==> src/rtl/seq_divider_pkg.sv <==
// Shared types and helpers for the sequential restoring divider.
package seq_divider_pkg;

    typedef enum logic [1:0] {
        IDLE,
        CALC,
        DONE
    } state_t;

    // Widest operand the helper below supports; callers size-cast the result back to N bits.
    localparam int MAX_W = 64;

    function automatic logic [MAX_W-1:0] abs_operand(input logic [MAX_W-1:0] value,
                                                     input logic is_neg);
        return is_neg ? -value : value;
    endfunction

endpackage

==> src/rtl/seq_divider_div_step.sv <==
// One restoring-division iteration: shift in a dividend bit, trial-subtract, keep or restore.
module div_step #(
    parameter int N = 8
) (
    input  logic [N-1:0] rem_in,
    input  logic         dividend_bit,
    input  logic [N-1:0] divisor_mag,
    output logic [N-1:0] rem_out,
    output logic         q_bit
);

    logic [N:0] shifted;
    logic [N:0] diff;

    // Partial remainder stays below the divisor, so an N+1-bit difference has a reliable sign bit.
    always_comb begin
        shifted = {rem_in, dividend_bit};
        diff    = shifted - {1'b0, divisor_mag};
        q_bit   = ~diff[N];
        rem_out = q_bit ? diff[N-1:0] : shifted[N-1:0];
    end

endmodule

==> src/rtl/seq_divider.sv <==
// Multi-cycle signed/unsigned integer divider with valid/ready handshakes on both sides.
module seq_divider
    import seq_divider_pkg::*;
#(
    parameter int N = 8
) (
    input  logic         clk,
    input  logic         rstN,
    input  logic         in_valid,
    output logic         in_ready,
    input  logic [N-1:0] dividend,
    input  logic [N-1:0] divisor,
    input  logic         op_signed,
    output logic         out_valid,
    input  logic         out_ready,
    output logic [N-1:0] quotient,
    output logic [N-1:0] remainder,
    output logic         div_by_zero,
    output logic         overflow
);

    localparam int CW = $clog2(N + 1);
    localparam logic [N-1:0] MOST_NEG = {1'b1, {(N-1){1'b0}}};

    state_t        state_q, state_d;
    logic [CW-1:0] count_q, count_d;
    logic [N-1:0]  rem_q, rem_d;
    logic [N-1:0]  dvd_q, dvd_d;
    logic [N-1:0]  dsr_q, dsr_d;
    logic          q_neg_q, q_neg_d;
    logic          r_neg_q, r_neg_d;
    logic          dbz_q, dbz_d;
    logic          ovf_q, ovf_d;
    logic [N-1:0]  quotient_q, quotient_d;
    logic [N-1:0]  remainder_q, remainder_d;
    logic          div_by_zero_q, div_by_zero_d;
    logic          overflow_q, overflow_d;

    logic          accept;
    logic          dvd_neg, dsr_neg;
    logic [N-1:0]  dvd_mag, dsr_mag;
    logic [N-1:0]  step_rem;
    logic          step_q;

    div_step #(.N(N)) u_div_step (
        .rem_in       (rem_q),
        .dividend_bit (dvd_q[N-1]),
        .divisor_mag  (dsr_q),
        .rem_out      (step_rem),
        .q_bit        (step_q)
    );

    always_ff @(posedge clk or negedge rstN) begin
        if (!rstN) begin
            state_q <= IDLE;
        end else begin
            state_q <= state_d;
        end
    end

    always_comb begin
        state_d = state_q;
        case (state_q)
            IDLE:    if (in_valid) state_d = CALC;
            CALC:    if (count_q == '0) state_d = DONE;
            DONE:    if (out_ready) state_d = IDLE;
            default: state_d = IDLE;
        endcase
    end

    always_comb begin
        in_ready  = (state_q == IDLE);
        out_valid = (state_q == DONE);
    end

    always_comb begin
        accept  = in_valid && in_ready;
        dvd_neg = op_signed && dividend[N-1];
        dsr_neg = op_signed && divisor[N-1];
        dvd_mag = N'(abs_operand(MAX_W'(dividend), dvd_neg));
        dsr_mag = N'(abs_operand(MAX_W'(divisor), dsr_neg));
    end

    // The dividend register doubles as the quotient register: quotient bits enter at the LSB.
    always_comb begin
        count_d       = count_q;
        rem_d         = rem_q;
        dvd_d         = dvd_q;
        dsr_d         = dsr_q;
        q_neg_d       = q_neg_q;
        r_neg_d       = r_neg_q;
        dbz_d         = dbz_q;
        ovf_d         = ovf_q;
        quotient_d    = quotient_q;
        remainder_d   = remainder_q;
        div_by_zero_d = div_by_zero_q;
        overflow_d    = overflow_q;
        case (state_q)
            IDLE: begin
                if (accept) begin
                    count_d = CW'(N);
                    rem_d   = '0;
                    dvd_d   = dvd_mag;
                    dsr_d   = dsr_mag;
                    q_neg_d = dvd_neg ^ dsr_neg;
                    r_neg_d = dvd_neg;
                    dbz_d   = (divisor == '0);
                    ovf_d   = op_signed && (dividend == MOST_NEG) && (divisor == '1);
                end
            end
            CALC: begin
                if (count_q != '0) begin
                    count_d = count_q - CW'(1);
                    rem_d   = step_rem;
                    dvd_d   = {dvd_q[N-2:0], step_q};
                end else begin
                    div_by_zero_d = dbz_q;
                    overflow_d    = ovf_q;
                    if (dbz_q) begin
                        // With a zero divisor the remainder path has shifted the dividend magnitude through untouched.
                        quotient_d  = '1;
                        remainder_d = r_neg_q ? -rem_q : rem_q;
                    end else if (ovf_q) begin
                        quotient_d  = MOST_NEG;
                        remainder_d = '0;
                    end else begin
                        quotient_d  = q_neg_q ? -dvd_q : dvd_q;
                        remainder_d = r_neg_q ? -rem_q : rem_q;
                    end
                end
            end
            default: begin
            end
        endcase
    end

    always_ff @(posedge clk or negedge rstN) begin
        if (!rstN) begin
            count_q       <= '0;
            rem_q         <= '0;
            dvd_q         <= '0;
            dsr_q         <= '0;
            q_neg_q       <= 1'b0;
            r_neg_q       <= 1'b0;
            dbz_q         <= 1'b0;
            ovf_q         <= 1'b0;
            quotient_q    <= '0;
            remainder_q   <= '0;
            div_by_zero_q <= 1'b0;
            overflow_q    <= 1'b0;
        end else begin
            count_q       <= count_d;
            rem_q         <= rem_d;
            dvd_q         <= dvd_d;
            dsr_q         <= dsr_d;
            q_neg_q       <= q_neg_d;
            r_neg_q       <= r_neg_d;
            dbz_q         <= dbz_d;
            ovf_q         <= ovf_d;
            quotient_q    <= quotient_d;
            remainder_q   <= remainder_d;
            div_by_zero_q <= div_by_zero_d;
            overflow_q    <= overflow_d;
        end
    end

    assign quotient    = quotient_q;
    assign remainder   = remainder_q;
    assign div_by_zero = div_by_zero_q;
    assign overflow    = overflow_q;

endmodule

==> config.mk <==
export PLATFORM = sky130hd
export DESIGN_NAME = seq_divider
export DESIGN_NICKNAME = d
export VERILOG_FILES = /design/src/rtl/seq_divider_pkg.sv /design/src/rtl/seq_divider_div_step.sv /design/src/rtl/seq_divider.sv
export SDC_FILE = /design/constraint.sdc
export NUM_CORES = 1
export LEC_CHECK = 0
export ABC_CLOCK_PERIOD_IN_PS = 2500
export BUFFER_PORTS_ARGS = -buffer_cell sky130_fd_sc_hd__buf_2
export CORE_MARGIN = 3
export CORE_UTILIZATION = 52
export CTS_CLUSTER_SIZE = 12
export DETAILED_ROUTE_END_ITERATION = 8
export GPL_ROUTABILITY_DRIVEN = 0
export PLACE_DENSITY = 0.8
export SETUP_SLACK_MARGIN = 0.05
export SYNTH_ARGS = -nofsm -noshare
export SYNTH_HDL_FRONTEND = slang
export SYNTH_SLANG_ARGS = --single-unit
==> constraint.sdc <==
create_clock -name clk -period 2.5 [get_ports clk]
set_input_delay 0.25 -clock clk [delete_from_list [all_inputs] [get_ports clk]]
set_output_delay 0.25 -clock clk [all_outputs]
set_load 0.1 [all_outputs]
==> results.tsv, run 1 <==
metric	value	unit
ys.warnings.count	0	
clock_skew	5.76	ps
grt.met3_usage	2.47	%
timing.final.crit_share	96.1	%
final_nets	449	
nFillCells	459	
drt_first_pass_iters	4	
ys_types	47	
n_antenna_cell	0	
maxSlewViolCount	0	
root_buffer	clkbuf_8	
seq_area	1300	um^2
crit_required	2700	ps
grt_pass1_wl	11.5	mm
vias	2650	
clkTransAtPathRegs	90	ps
die_y	83.6	um
final_util	64.1	%
clock_path_buffers	2	
synth-edff-count	0	
grt_pass1_vias	2513	
synthToLayoutAreaGrowth	16.3	%
grt_util_met2	31.7	%
cts_hold_buf	0	
cts-buffers-inserted	5	
ys_ff_latch	52	
hpwl	4.99	mm
grt_overflow_total	0	
synth_area	3130	um^2
fin_setup_tns	0	ps
start_util	55.2	%
async_flop_share	100	%
syn_nets	397	
h-tree-depth	2	
row_count	27	
track_usage	19.6	%
dieWidth	83.6	um
met1_usage	27.2	%
syn_inst	360	
design.core.area	5680	um^2
grt_busiest_layer	met2	
clock_sink_count	52	
startpoint_type	flop	
drt-total-wl	6.62	mm
wire_per_inst	13.7	um
cp_max_fo	10	
antenna_found_initial	0	
finalNonFillerCells	485	
multi_input_area	1710	um^2
setup_viol	0	
layout.cells.most_common_list	60 x nand2_1, 52 x dfrtp_1, 40 x o21ai_0, 40 x buf_2, 27 x a21oi_1	
status	finished clean	
hold_viol	0	
period_minus_slack	2400	ps
critical_path_arrival	2600	ps
clock_latency	310	ps
final_common_cell	nand2_1	
fmax	416	MHz
drive_gt1_share	19.1	%
dp_cells	472	
remaining_drc_errors	0	
ys_seq_area_share	41.6	%
cp-end-kind	flop	
synth.avg_cell_area	8.70	um^2
final_area	3640	um^2
slew-limit-headroom	58.0	%
ant_nets	0	
io_buffers	40	
worstMarginPinSlew	630	ps
viasPerCell	5.46	
die_area	6990	um^2
placedInstanceArea	3490	um^2
grt_max_degree	53	
path_class	flop to flop	
rsz0062_at_grt	true	
hp-class	input pin to asynchronous set/reset pin	
ios	41	
tritoncts	yes	
ys.flop_type	dfrtp_1	
drt_iter0_drc	134	
maxCapViolations	0	
worst paths after layout:
path | from | endpoint | slack [ps] | cells after the start
worst max-delay path | dvd_q[7] | rem_q[6] | 100 | 11
worst min-delay path | rstN | quotient[2] | 40 | 2
worst max register to register | dvd_q[7] | rem_q[6] | 100 | 11
worst min register to register | remainder[6] | remainder[6] | 480 | 2
max in group asynchronous | rstN | dvd_q[7] | 2040 | 2
min in group clk | out_ready | state_q[1] | 130 | 2
worst max-delay path: stages (launching register included):
cell and delay, ps:
dfrtp_1 400, inv_2 80, ha_4 120, inv_1 40
fa_2 360, a211oi_4 260, nor3_2 80, mux2i_1 120
a2111o_1 390, buf_12 190, mux2i_1 150, o21ai_1 80
cell usage after synthesis, drive strengths merged, types with 3 or more instances:
master   n  area, um^2
nand3    9        45.0
or3      3        18.8
nor2    19        71.3
mux2i    7        70.1
a21o     3        22.5
xnor2   17         149
dfrtp   52        1300
nor3     7        40.0
o31ai    8        60.1
inv     23        86.3
ha      15         188
clkbuf  12        45.0
nand2   60         225
nor2b    3        18.8
o21ai   44         224
nand2b   6        37.5
a21oi   27         135
xor2    12         105
nor3b    3        22.5
sequential cells by signal (all words and copies together), names as in the netlist:
| signal | flops |
|---|---|
| count_q | 4 |
| dbz_q | 1 |
| div_by_zero | 1 |
| dsr_q | 8 |
| dvd_q | 8 |
| overflow | 1 |
| ovf_q | 1 |
| q_neg_q | 1 |
| quotient | 8 |
| r_neg_q | 1 |
| rem_q | 8 |
| remainder | 8 |
| state_q | 2 |
cell families (layout without fill, tap and decap cells):
kind of cell,after synthesis,in the layout,share of synthesized area [%]
AND/OR/NAND/NOR,118,118,17.1
buffers and inverters,38,91,4.80
XOR/XNOR,29,29,8.11
AO/OA/AOI/OAI,98,98,18.7
flip-flops,52,52,41.6
multiplexers,9,9,3.08
adder cells (fa/ha/maj),16,16,6.63
what timing repair did:
action / 4_1_cts / 5_1_grt
pin swaps: 2 / 2
setup buffers: 3 / 2
resized for setup: 4 / 1
endpoints found under the setup margin: 8 / 8
gates cloned: 0 / 0
endpoints found under the hold margin: 0 / 0
area by class of cell:
class | count | share of cell area [%]
multi-input combinational | 270 | 47.0
sequential | 52 | 35.8
timing repair buffer | 59 | 9.76
inverter | 24 | 2.48
tap | 72 | 2.48
clock buffer | 7 | 2.37
clock inverter | 1 | 0.206
metrics by stage:
step / hold slack, ps / setup WS (ps)
final: 42.2 / 96.4
after global routing: 101 / -15.1
after detailed placement: 399 / -22.5
after global placement: 391 / 56.3
after floorplan: -45.6 / 68.3
after CTS: 59.3 / 63.4
routing by layer:
| layer | vias up | wire length [um] |
|---|---|---|
| li1 | 1343 | - |
| met1 | 1242 | 3230 |
| met2 | 54 | 3040 |
| met3 | 11 | 250 |
| met4 | 0 | 101 |
| met5 | - | 0 |
Power of run 1 is left out: the tool's default activity adds up to more than one toggle a clock period on the data nets, which glitch-free logic cannot reach.
==> run 2, diff against run 1 <==
--- a/config.mk
+++ b/config.mk
@@ -12,7 +12,7 @@
 export CTS_CLUSTER_SIZE = 12
 export DETAILED_ROUTE_END_ITERATION = 8
 export GPL_ROUTABILITY_DRIVEN = 0
-export PLACE_DENSITY = 0.8
+export PLACE_DENSITY = 0.84
 export SETUP_SLACK_MARGIN = 0.05
 export SYNTH_ARGS = -nofsm -noshare
 export SYNTH_HDL_FRONTEND = slang
==> results.tsv, run 2 (synthesis results as in run 1) <==
metric	value	unit
status	finished clean	
drt-total-wl	7.07	mm
clock_latency	310	ps
worstMarginPinSlew	648	ps
critical_path_arrival	2710	ps
hold_ws	43.2	ps
drive_gt1_share	20.3	%
hold_viol	0	
rr_worst_depth	10	
viasPerCell	5.58	
wire_per_inst	14.6	um
hpwl	5.13	mm
cp_slowest_cell	a2111o_1	
design.core.area	5680	um^2
dieWidth	83.6	um
ios	41	
vias	2707	
critPathMaxStageDelay	420	ps
timing.final.crit_share	98.9	%
final_nets	450	
row_count	27	
cp-end-kind	flop	
clkTransAtPathRegs	90	ps
cp_max_fo	4	
rsz0062_at_grt	true	
pre_cts_ws	-24.1	ps
maxSlewViolCount	0	
cts-buffers-inserted	5	
drt_iter0_drc	158	
startpoint_type	flop	
reg2reg_to	rem_q[0]	
critPathMostFrequentCell	inv_2	
rrSetupSlack	30	ps
antenna_found_initial	0	
final_common_cell	nand2_1	
start_util	55.2	%
finalWorstSetupSlack	26.6	ps
clock_skew	10.8	ps
io_buffers	40	
layout.cells.most_common_list	60 x nand2_1, 52 x dfrtp_1, 40 x buf_2, 39 x o21ai_0, 27 x a21oi_1	
h-tree-depth	2	
crit_required	2730	ps
timing.rr.start	dvd_q[7]	
hp-class	input pin to asynchronous set/reset pin	
synthToLayoutAreaGrowth	16.9	%
die_y	83.6	um
maxCapViolations	0	
grt_pass1_vias	2674	
slew-limit-headroom	56.8	%
n_antenna_cell	0	
path_class	flop to flop	
worstPathCellList	inv_2, ha_4, inv_2, fa_2, a211oi_2, nor3_2, mux2i_1, a2111o_1, mux2_4, o21ai_2	
setup_viol	0	
drt_first_pass_iters	4	
remaining_drc_errors	0	
fmax	404	MHz
die_area	6990	um^2
clock_path_buffers	2	
grt_overflow_total	0	
tritoncts	yes	
grt_max_degree	53	
root_buffer	clkbuf_8	
ant_nets	0	
period_minus_slack	2470	ps
track_usage	20.7	%
clock_sink_count	52	
grt_pass1_wl	12.1	mm
## run 2: worst max-delay path by stage
stage | startpoint | end | slack, ps
2_1_floorplan | dvd_q[7] | rem_q[7] | 70
3_3_place_gp | dvd_q[7] | rem_q[7] | 60
3_5_place_dp | dvd_q[7] | rem_q[4] | -20
4_1_cts | dvd_q[7] | rem_q[0] | 50
5_1_grt | dvd_q[7] | rem_q[6] | -80
6_report | dvd_q[7] | rem_q[0] | 30
## run 2: stage by stage
stage	instances	utilization, %	cell area (um^2)	setup TNS (ps)
finish	485	64.5	3660	0
CTS	483	63.5	3600	0
global route	485	64.5	3660	-296
global placement	472	61.4	3490	0
detailed placement	472	61.4	3490	-24.1
floorplan	360	-	3140	0
## run 2: repair_timing
item | 4_1_cts | 5_1_grt
gates cloned | 0 | 1
gates resized for setup | 3 | 6
setup buffers | 4 | 1
hold buffers | 0 | 0
setup endpoints to repair | 8 | 9
pin swaps | 2 | 5
## run 2: layer usage
metal / share of wire [%] / GRT usage, % / routed length (um)
met1: 46 / 28.5 / 3240
met2: 47 / 34.1 / 3320
met3: 5.5 / 2.86 / 391
met4: 1.7 / 6.14 / 119
met5: 0 / 0 / 0
## run 2: cell type report
type                            count  area (um^2)
Fill cell                         481         2010
Multi-Input combinational cell    270         1720
Sequential cell                    52         1300
Timing Repair Buffer               60          380
Inverter                           24         90.1
Tap cell                           72         90.1
Clock buffer                        5         68.8
Clock inverter                      2         12.5
## run 2: critical path, delay by kind of cell, from the launching register on
| kind | cells | cell delay [ps] |
|---|---|---|
| DFF | 1 | 400 |
| and+or+nand+nor | 1 | 90 |
| AOI/OAI and AO/OA | 3 | 830 |
| buffers and inverters | 2 | 120 |
| muxes | 2 | 470 |
| adders and majority gates | 2 | 490 |
Power of run 2 is left out for the same reason.
